==> src/rtl/alarm_pkg.sv <==
// Shared types and constants for the alarm dismissal-code controller.
package alarm_pkg;

  localparam int unsigned LFSR_W  = 8;
  localparam int unsigned DIGIT_W = 4;
  localparam int unsigned CNT_W   = 4;

  localparam logic [LFSR_W-1:0]  LFSR_SEED = 8'h01;
  // x^8 + x^6 + x^5 + x^4 + 1 on a left-shifting register: bits 7,5,4,3
  localparam logic [LFSR_W-1:0]  LFSR_TAPS = 8'hB8;
  localparam logic [DIGIT_W-1:0] DIGIT_MAX = 4'd9;

  typedef enum logic [1:0] {
    IDLE,
    GEN,
    ENTRY,
    CHECK
  } state_t;

  function automatic logic [LFSR_W-1:0] lfsr_step(input logic [LFSR_W-1:0] v);
    return {v[LFSR_W-2:0], ^(v & LFSR_TAPS)};
  endfunction

endpackage

==> src/rtl/digit_lfsr.sv <==
// Free-running Fibonacci LFSR feeding the code generator.
// Optional seed reload ports under ALARM_CHALLENGE_SEED_LOAD_EN.
module digit_lfsr
  import alarm_pkg::*;
(
  input  logic              clk,
  input  logic              rst,
`ifdef ALARM_CHALLENGE_SEED_LOAD_EN
  input  logic              load,
  input  logic [LFSR_W-1:0] seed,
`endif
  output logic [LFSR_W-1:0] value
);

  // A zero seed would lock the register, so it falls back to the reset seed
  always_ff @(posedge clk or posedge rst) begin
    if (rst) begin
      value <= LFSR_SEED;
    end
`ifdef ALARM_CHALLENGE_SEED_LOAD_EN
    else if (load) begin
      value <= (seed == '0) ? LFSR_SEED : seed;
    end
`endif
    else begin
      value <= lfsr_step(value);
    end
  end

endmodule

==> src/rtl/alarm_challenge_ctrl.sv <==
// Builds a random keypad dismissal code when the alarm fires and checks entered codes.
// Optional LFSR seed reload (seed_load/seed_in) under ALARM_CHALLENGE_SEED_LOAD_EN.
module alarm_challenge_ctrl
  import alarm_pkg::*;
#(
  parameter int unsigned NUM_DIGITS = 4,
  parameter int unsigned MAX_TRIES  = 3
) (
  input  logic                          clk,
  input  logic                          rst,
  input  logic                          alarm_trig,
  input  logic                          key_valid,
  input  logic [DIGIT_W-1:0]            key_digit,
`ifdef ALARM_CHALLENGE_SEED_LOAD_EN
  input  logic                          seed_load,
  input  logic [LFSR_W-1:0]             seed_in,
`endif
  output logic                          key_ready,
  output logic [DIGIT_W*NUM_DIGITS-1:0] code_digits,
  output logic                          code_valid,
  output logic                          alarm_on,
  output logic                          dismissed,
  output logic [CNT_W-1:0]              fail_cnt
);

  localparam int unsigned IDX_W = $clog2(NUM_DIGITS);
  localparam logic [IDX_W-1:0] LAST_IDX = IDX_W'(NUM_DIGITS - 1);
  localparam logic [CNT_W-1:0] LAST_TRY = CNT_W'(MAX_TRIES - 1);

  state_t                                 state, state_nxt;
  logic [IDX_W-1:0]                       idx, idx_nxt;
  logic                                   mismatch, mismatch_nxt;
  logic [NUM_DIGITS-1:0][DIGIT_W-1:0]     code_q, code_nxt;
  logic                                   code_valid_nxt, alarm_on_nxt, dismissed_nxt, key_ready_nxt;
  logic [CNT_W-1:0]                       fail_cnt_nxt;

  logic [LFSR_W-1:0]  lfsr;
  logic [DIGIT_W-1:0] cand;
  logic               cand_ok;
  logic               xfer;
  logic               key_bad;

  digit_lfsr u_lfsr (
    .clk   (clk),
    .rst   (rst),
`ifdef ALARM_CHALLENGE_SEED_LOAD_EN
    .load  (seed_load),
    .seed  (seed_in),
`endif
    .value (lfsr)
  );

  // Rejection sampling: only BCD candidates are kept; the nonzero guard covers a stuck register
  assign cand    = lfsr[DIGIT_W-1:0];
  assign cand_ok = (lfsr != '0) && (cand <= DIGIT_MAX);
  assign xfer    = key_valid && key_ready;
  assign key_bad = (key_digit > DIGIT_MAX) || (key_digit != code_q[idx]);

  assign code_digits = code_q;

  always_ff @(posedge clk or posedge rst) begin
    if (rst) begin
      state      <= IDLE;
      idx        <= '0;
      mismatch   <= 1'b0;
      code_q     <= '0;
      code_valid <= 1'b0;
      alarm_on   <= 1'b0;
      dismissed  <= 1'b0;
      fail_cnt   <= '0;
      key_ready  <= 1'b0;
    end else begin
      state      <= state_nxt;
      idx        <= idx_nxt;
      mismatch   <= mismatch_nxt;
      code_q     <= code_nxt;
      code_valid <= code_valid_nxt;
      alarm_on   <= alarm_on_nxt;
      dismissed  <= dismissed_nxt;
      fail_cnt   <= fail_cnt_nxt;
      key_ready  <= key_ready_nxt;
    end
  end

  always_comb begin
    state_nxt      = state;
    idx_nxt        = idx;
    mismatch_nxt   = mismatch;
    code_nxt       = code_q;
    code_valid_nxt = code_valid;
    alarm_on_nxt   = alarm_on;
    dismissed_nxt  = 1'b0;
    fail_cnt_nxt   = fail_cnt;

    unique case (state)
      IDLE: begin
        if (alarm_trig) begin
          state_nxt    = GEN;
          idx_nxt      = '0;
          alarm_on_nxt = 1'b1;
        end
      end

      GEN: begin
        if (cand_ok) begin
          code_nxt[idx] = cand;
          if (idx == LAST_IDX) begin
            state_nxt      = ENTRY;
            idx_nxt        = '0;
            mismatch_nxt   = 1'b0;
            code_valid_nxt = 1'b1;
          end else begin
            idx_nxt = idx + IDX_W'(1);
          end
        end
      end

      ENTRY: begin
        if (xfer) begin
          if (key_bad) mismatch_nxt = 1'b1;
          if (idx == LAST_IDX) begin
            state_nxt = CHECK;
            idx_nxt   = '0;
          end else begin
            idx_nxt = idx + IDX_W'(1);
          end
        end
      end

      CHECK: begin
        if (!mismatch) begin
          state_nxt      = IDLE;
          dismissed_nxt  = 1'b1;
          alarm_on_nxt   = 1'b0;
          code_valid_nxt = 1'b0;
          fail_cnt_nxt   = '0;
        end else if (fail_cnt == LAST_TRY) begin
          // Too many misses: throw the code away and draw a fresh one
          state_nxt      = GEN;
          fail_cnt_nxt   = '0;
          code_valid_nxt = 1'b0;
          idx_nxt        = '0;
        end else begin
          state_nxt    = ENTRY;
          fail_cnt_nxt = fail_cnt + CNT_W'(1);
          idx_nxt      = '0;
          mismatch_nxt = 1'b0;
        end
      end

      default: begin
        state_nxt = IDLE;
      end
    endcase

    key_ready_nxt = (state_nxt == ENTRY);
  end

endmodule
==> config.mk <==
export PLATFORM = sky130hd
export DESIGN_NAME = alarm_challenge_ctrl
export DESIGN_NICKNAME = d
export VERILOG_FILES = /design/src/rtl/alarm_pkg.sv /design/src/rtl/digit_lfsr.sv /design/src/rtl/alarm_challenge_ctrl.sv
export SDC_FILE = /design/constraint.sdc
export NUM_CORES = 1
export LEC_CHECK = 0
export BUFFER_PORTS_ARGS = -buffer_cell sky130_fd_sc_hd__buf_2
export CORE_UTILIZATION = 55
export CTS_CLUSTER_DIAMETER = 150
export DETAILED_ROUTE_END_ITERATION = 12
export GPL_ROUTABILITY_DRIVEN = 0
export PLACE_DENSITY = 0.78
export SLEW_MARGIN = 0
export SYNTH_ARGS = -nofsm -noshare
export SYNTH_HDL_FRONTEND = slang
export SYNTH_SLANG_ARGS = --single-unit
==> constraint.sdc <==
create_clock -name clk -period 2.28 [get_ports clk]
set_input_delay 0.342 -clock clk [delete_from_list [all_inputs] [get_ports clk]]
set_output_delay 0.342 -clock clk [all_outputs]
set_load 0.03 [all_outputs]
## Yosys cells after proc, flatten, opt, wreduce, memory -nomap -nowiden

Index checks and enable logic that the tools add are counted.

| storage, ports and cells | value |
|---|---|
| flip-flop bits (word level) | 37 |
| bits of input ports | 8 |
| output and inout bits | 24 |
| word-level logic and storage cells | 87 |

| cells by class | value |
|---|---|
| add/subtract/negate cells | 2 |
| order comparisons | 4 |
| equality and inequality tests | 15 |
| mux-type cells | 38 |
| reduce and logical (&&, ||, !) cells | 15 |

Operators by type and width:

| operator | number |
|---|---|
| $mux 2 | 12 |
| $bwmux 16 | 1 |
| $mux 4 | 4 |
| $pmux 2 s4 | 2 |
| $mux 1 | 14 |
| $ne 2x2->1 const B | 7 |
| $bmux 4 s2 | 1 |
| $demux 4 s2 | 1 |
| $eq 2x2->1 const B | 4 |
| $reduce_and 4->1 | 2 |
| $reduce_bool 8->1 | 1 |
| $reduce_xor 8->1 | 1 |
| $reduce_and 5->1 | 1 |
| $add 4x1->4 const B | 1 |
| $eq 4x2->1 const B | 1 |
| $gt 4x4->1 const B | 1 |
| $le 4x4->1 const B | 1 |
| $ne 4x4->1 | 1 |
| $pmux 1 s2 | 2 |
| $reduce_bool 2->1 | 2 |
| $logic_and 1x1->1 | 3 |
| $lt 2x3->1 const B | 1 |
| $ne 3x3->1 const B | 1 |
| $pmux 1 s3 | 1 |
| 8 further kinds | 8 |

## Longest topological paths before layout

| depth | value |
|---|---|
| word-level depth | 7 |
| mapped depth | 7 |
| gate-level depth less buffers | 7 |

## By module

A second synthesis with hierarchy kept.

| second synthesis, totals | value |
|---|---|
| cell total of the unflattened synthesis | 159 |
| area, all modules | 1888.1 um2 |

By module, submodules not included:

| module | instances | cells each | area an instance (um2) | sequential area each (um2) |
|---|---|---|---|---|
| alarm_challenge_ctrl | 1 | 147 | 1656.6 | 725.7 |
| digit_lfsr | 1 | 12 | 231.5 | 201.4 |

## Least setup slack after synthesis

Ideal clock, no wire load.

| timing | value |
|---|---|
| kind | reg2reg |
| start | register u_lfsr.value[4] |
| end | register code_q, in the netlist code_digits[12] |
| library setup time | 0.125 ns |
| arrival time | 1.794 ns |
| data required time | 2.155 ns |
| slack | 0.361 ns |
| stages on the path, launching flop included | 7 |
| path buffers | 0 |
| period minus slack after synthesis | 1.919 ns |
| cell sequence | dfrtp_1 inv_1 ha_1 or4b_4 o311a_4 nand2_4 mux2_2 |

| between the ends | value |
|---|---|
| word-level cells in the longest chain between the ends | 3 |

RTL lines:

| element | line | RTL |
|---|---|---|
| start, declared | digit_lfsr.sv:12 | `output logic [LFSR_W-1:0] value` |
| start signal, assigned | digit_lfsr.sv:26 | `value <= lfsr_step(value);` |
| $reduce_bool 8->1 | alarm_challenge_ctrl.sv:55 | `assign cand_ok = (lfsr != '0) && (cand <= DIGIT_MAX);` |
| $logic_and 1x1->1 | alarm_challenge_ctrl.sv:55 |  |
| $reduce_and 2->1 (no line) | -- |  |
| end signal, assigned | alarm_challenge_ctrl.sv:76 | `code_q <= code_nxt;` |
| end, declared | alarm_challenge_ctrl.sv:33 | `logic [NUM_DIGITS-1:0][DIGIT_W-1:0] code_q, code_nxt;` |

Every way passes these cells.
A chain may end at the register's enable or synchronous reset.

## Worst setup path in the final report

| timing | value |
|---|---|
| start | register idx[0] |
| end | register mismatch |

| between the ends | value |
|---|---|
| word-level cells in the longest chain between the ends | 6 |
| elaborated cells on any way between the ends | 8 |
| classes of those cells | eq/ne (4); mux (2); reduce/logical (2) |

RTL lines:

| element | line | RTL |
|---|---|---|
| start, declared | alarm_challenge_ctrl.sv:31 | `logic [IDX_W-1:0] idx, idx_nxt;` |
| start signal, assigned | alarm_challenge_ctrl.sv:74 | `idx <= idx_nxt;` |
| $bmux 4 s2 | alarm_challenge_ctrl.sv:57 | `assign key_bad = (key_digit > DIGIT_MAX) \|\| (key_digit != code_q[idx]);` |
| $mux 4 (implied by the code) | alarm_challenge_ctrl.sv:57 |  |
| $ne 4x4->1 | alarm_challenge_ctrl.sv:57 |  |
| $logic_or 1x1->1 | alarm_challenge_ctrl.sv:57 |  |
| $ne 2x2->1 (no line) | -- |  |
| $reduce_and 5->1 (no line) * | -- |  |
| end signal, assigned | alarm_challenge_ctrl.sv:75 | `mismatch <= mismatch_nxt;` |
| end, declared | alarm_challenge_ctrl.sv:32 | `logic mismatch, mismatch_nxt;` |

Mark *: on every way between the ends. The rest lies on a longest branch, timed or not. The select of a mux whose other input is x is not followed.

==> metrics.cfg <==
[floorplanning]
start_util=0.577
core_area_um2=3340
die_area_um2=3740
die_h_um=61.2
pin_count=32
fp.dieW_um=61.2
num_rows=21

[routing]
wirelength_um=4090
drtIter0Drc=64
via_per_inst=5.92
drtAntennaViolNets=0
drc_errors=0
wire_per_inst_um=16.9
firstDrtPassIters=4
vias=1432

[cts]
cts_setup_buffers=0
cts_resized=0
cts_sinks=37
clk_path_buf_depth=2
htreeDepth=2
cts_hold_buf=0
cts_tree=built
cts_root_buf=clkbuf_4
cts_made_buffers=5
worstSkewPairLatency_ps=350
clkSlewWorstSetupHoldPaths_ps=120

[timing]
hold_violations=0
rsz0062_at_grt=no
finalSetupTns_ps=0
skew_ps=10.6
hold_ws_ps=67.3
fmax_mhz=468
layout_setup_ws_ps=142
tightest_slew_ps=469
setup_viol=0
report.final.slew_viol_count=0
fin_crit_ps=2140
min_period_over_period=0.938
slew_headroom=0.688

[run]
drv_cap=0

[synthesis]
synth.largest_area_cell=dfrtp_1
synth-async-reset-ratio=1.00
synth_warnings=0
synth-seq-cells=37
syn_area_per_cell_um2=12.4
postSynth.topFlopCell=dfrtp_1
synth_area_um2=1930
syn_nets=175
synthTopCellsByArea=dfrtp_1 47%, mux2_2 12%, ha_1 7.1%
synthCells=156
ys_seq_area_frac=0.481
yosysTopAreaCellShare=0.468
synth_edf_count=0
synth_cell_type_count=42

[global_routing]
grt_pass1_wl_um=6490
gr-max-usage-layer=met2
gr-usage-met1=0.315
grt_max_degree=38
first_global_vias=1356
globalRouteMet2Util=0.418
grt_remaining_overflow=0
antenna_found_initial=0
grt_use_met3=0.0399
grt_usage=0.250

[cells_and_area]
drive_above_1_share=0.393
final_common_cell=dfrtp_1
diodes=0
finalCoreUtilization=0.675
area_growth_pct=16.9
nNetsFinal=214
final_cell_mix=36 x dfrtp_1, 31 x buf_2, 20 x mux2_2

[pwr]
power.leakage_nw=1.17
ir_drop_mv=0.669
totalPowerFinal_mw=2.01
power_density_nw_per_um2=891

[worst_setup_path]
critPathArrivalTime_ps=2370
crit_path_max_fanout=11
crit_slowest_cell=dfrtp_1
crit_type=register to register
start_kind=register
r2r_start=idx[0]$_DFFE_PP0P_
worstPathCellList=mux4_2 -> nor4b_2 -> nor3_1 -> a2111oi_2 -> a211oi_1
required_ps=2510
end_kind=register
crit_path_start=idx[0]$_DFFE_PP0P_
cp_slowest_stage_delay_ps=620

[placed_design]
io_buffers=31
post-dp-hpwl_um=3030
post-place-ws_ps=145

[min_path]
min_path_type=input pin to asynchronous set/reset pin

[status]
status=completed

power by group:
part           switching [mW]  internal, mW
sequential              0.102         0.726
clock                   0.227         0.339
combinational           0.373         0.239
total                   0.702          1.30
layout make-up:
| class | instances | area [um2] |
|---|---|---|
| clock buffer | 5 | 37.5 |
| clock inverter | 3 | 65.1 |
| fill | 284 | 1080 |
| inverter | 10 | 37.5 |
| multi-input combinational | 106 | 942 |
| sequential | 37 | 927 |
| tap | 46 | 57.6 |
| timing repair buffer | 35 | 185 |
logic make-up after synthesis:
group / share of synthesized area
muxes: 0.161
DFF: 0.481
AOI/OAI and AO/OA: 0.108
buffers and inverters: 0.0299
and+or+nand+nor: 0.130
xor gates and xnor gates: 0.0182
adders and majority gates: 0.0714
registers in the layout, indices dropped and copies added (netlist names):
signal        cells
idx               2
mismatch          1
code_valid        1
code_digits      16
state             2
alarm_on          1
fail_cnt          4
key_ready         1
dismissed         1
u_lfsr.value      8
critical path: cells and delay by family (launching register included):
family / cells / cell delay [ps]
AO/OA/AOI/OAI: 2 / 470
AND/OR/NAND/NOR: 2 / 330
flip-flops: 1 / 620
multiplexers: 1 / 580
layer usage:
layer  vias to the layer above  wire, um
met2                        55      2090
met3                        11       207
met1                       708      1700
met4                         0        89
met5                         -         0
li1                        658         -
cells in the mapped netlist (all sizes together), types with 2 or more instances:
master	instances
a21oi	4
a22oi	2
a31oi	2
clkbuf	2
dfrtp	36
ha	11
inv	10
mux2	20
mux4	3
nand2	11
nand3	6
nor2	5
nor2b	4
nor3	3
nor4b	3
o21ai	9
o31ai	2
xnor2	3
per-stage QoR:
stage                     cell area (um2)  std cells
after floorplan                      1930        156
after global placement               2150        234
after detailed placement             2150        234
after CTS                            2250        242
after global routing                 2250        242
final                                2250        242
final timing paths:
kind / end / slack [ps] / cells after the start
max reg2reg: mismatch$_DFFE_PP0P_ / 140 / 5
min in group clk: alarm_on$_DFFE_PP0P_ / 320 / 3
min reg2reg: u_lfsr.value[6]$_DFF_PP0_ / 380 / 0
max: mismatch$_DFFE_PP0P_ / 140 / 5
max in group asynchronous: u_lfsr.value[0]$_DFF_PP1_ / 1840 / 3
min: key_ready$_DFF_PP0_ / 70 / 3
Note: power is estimated with default switching activity, not from simulation.
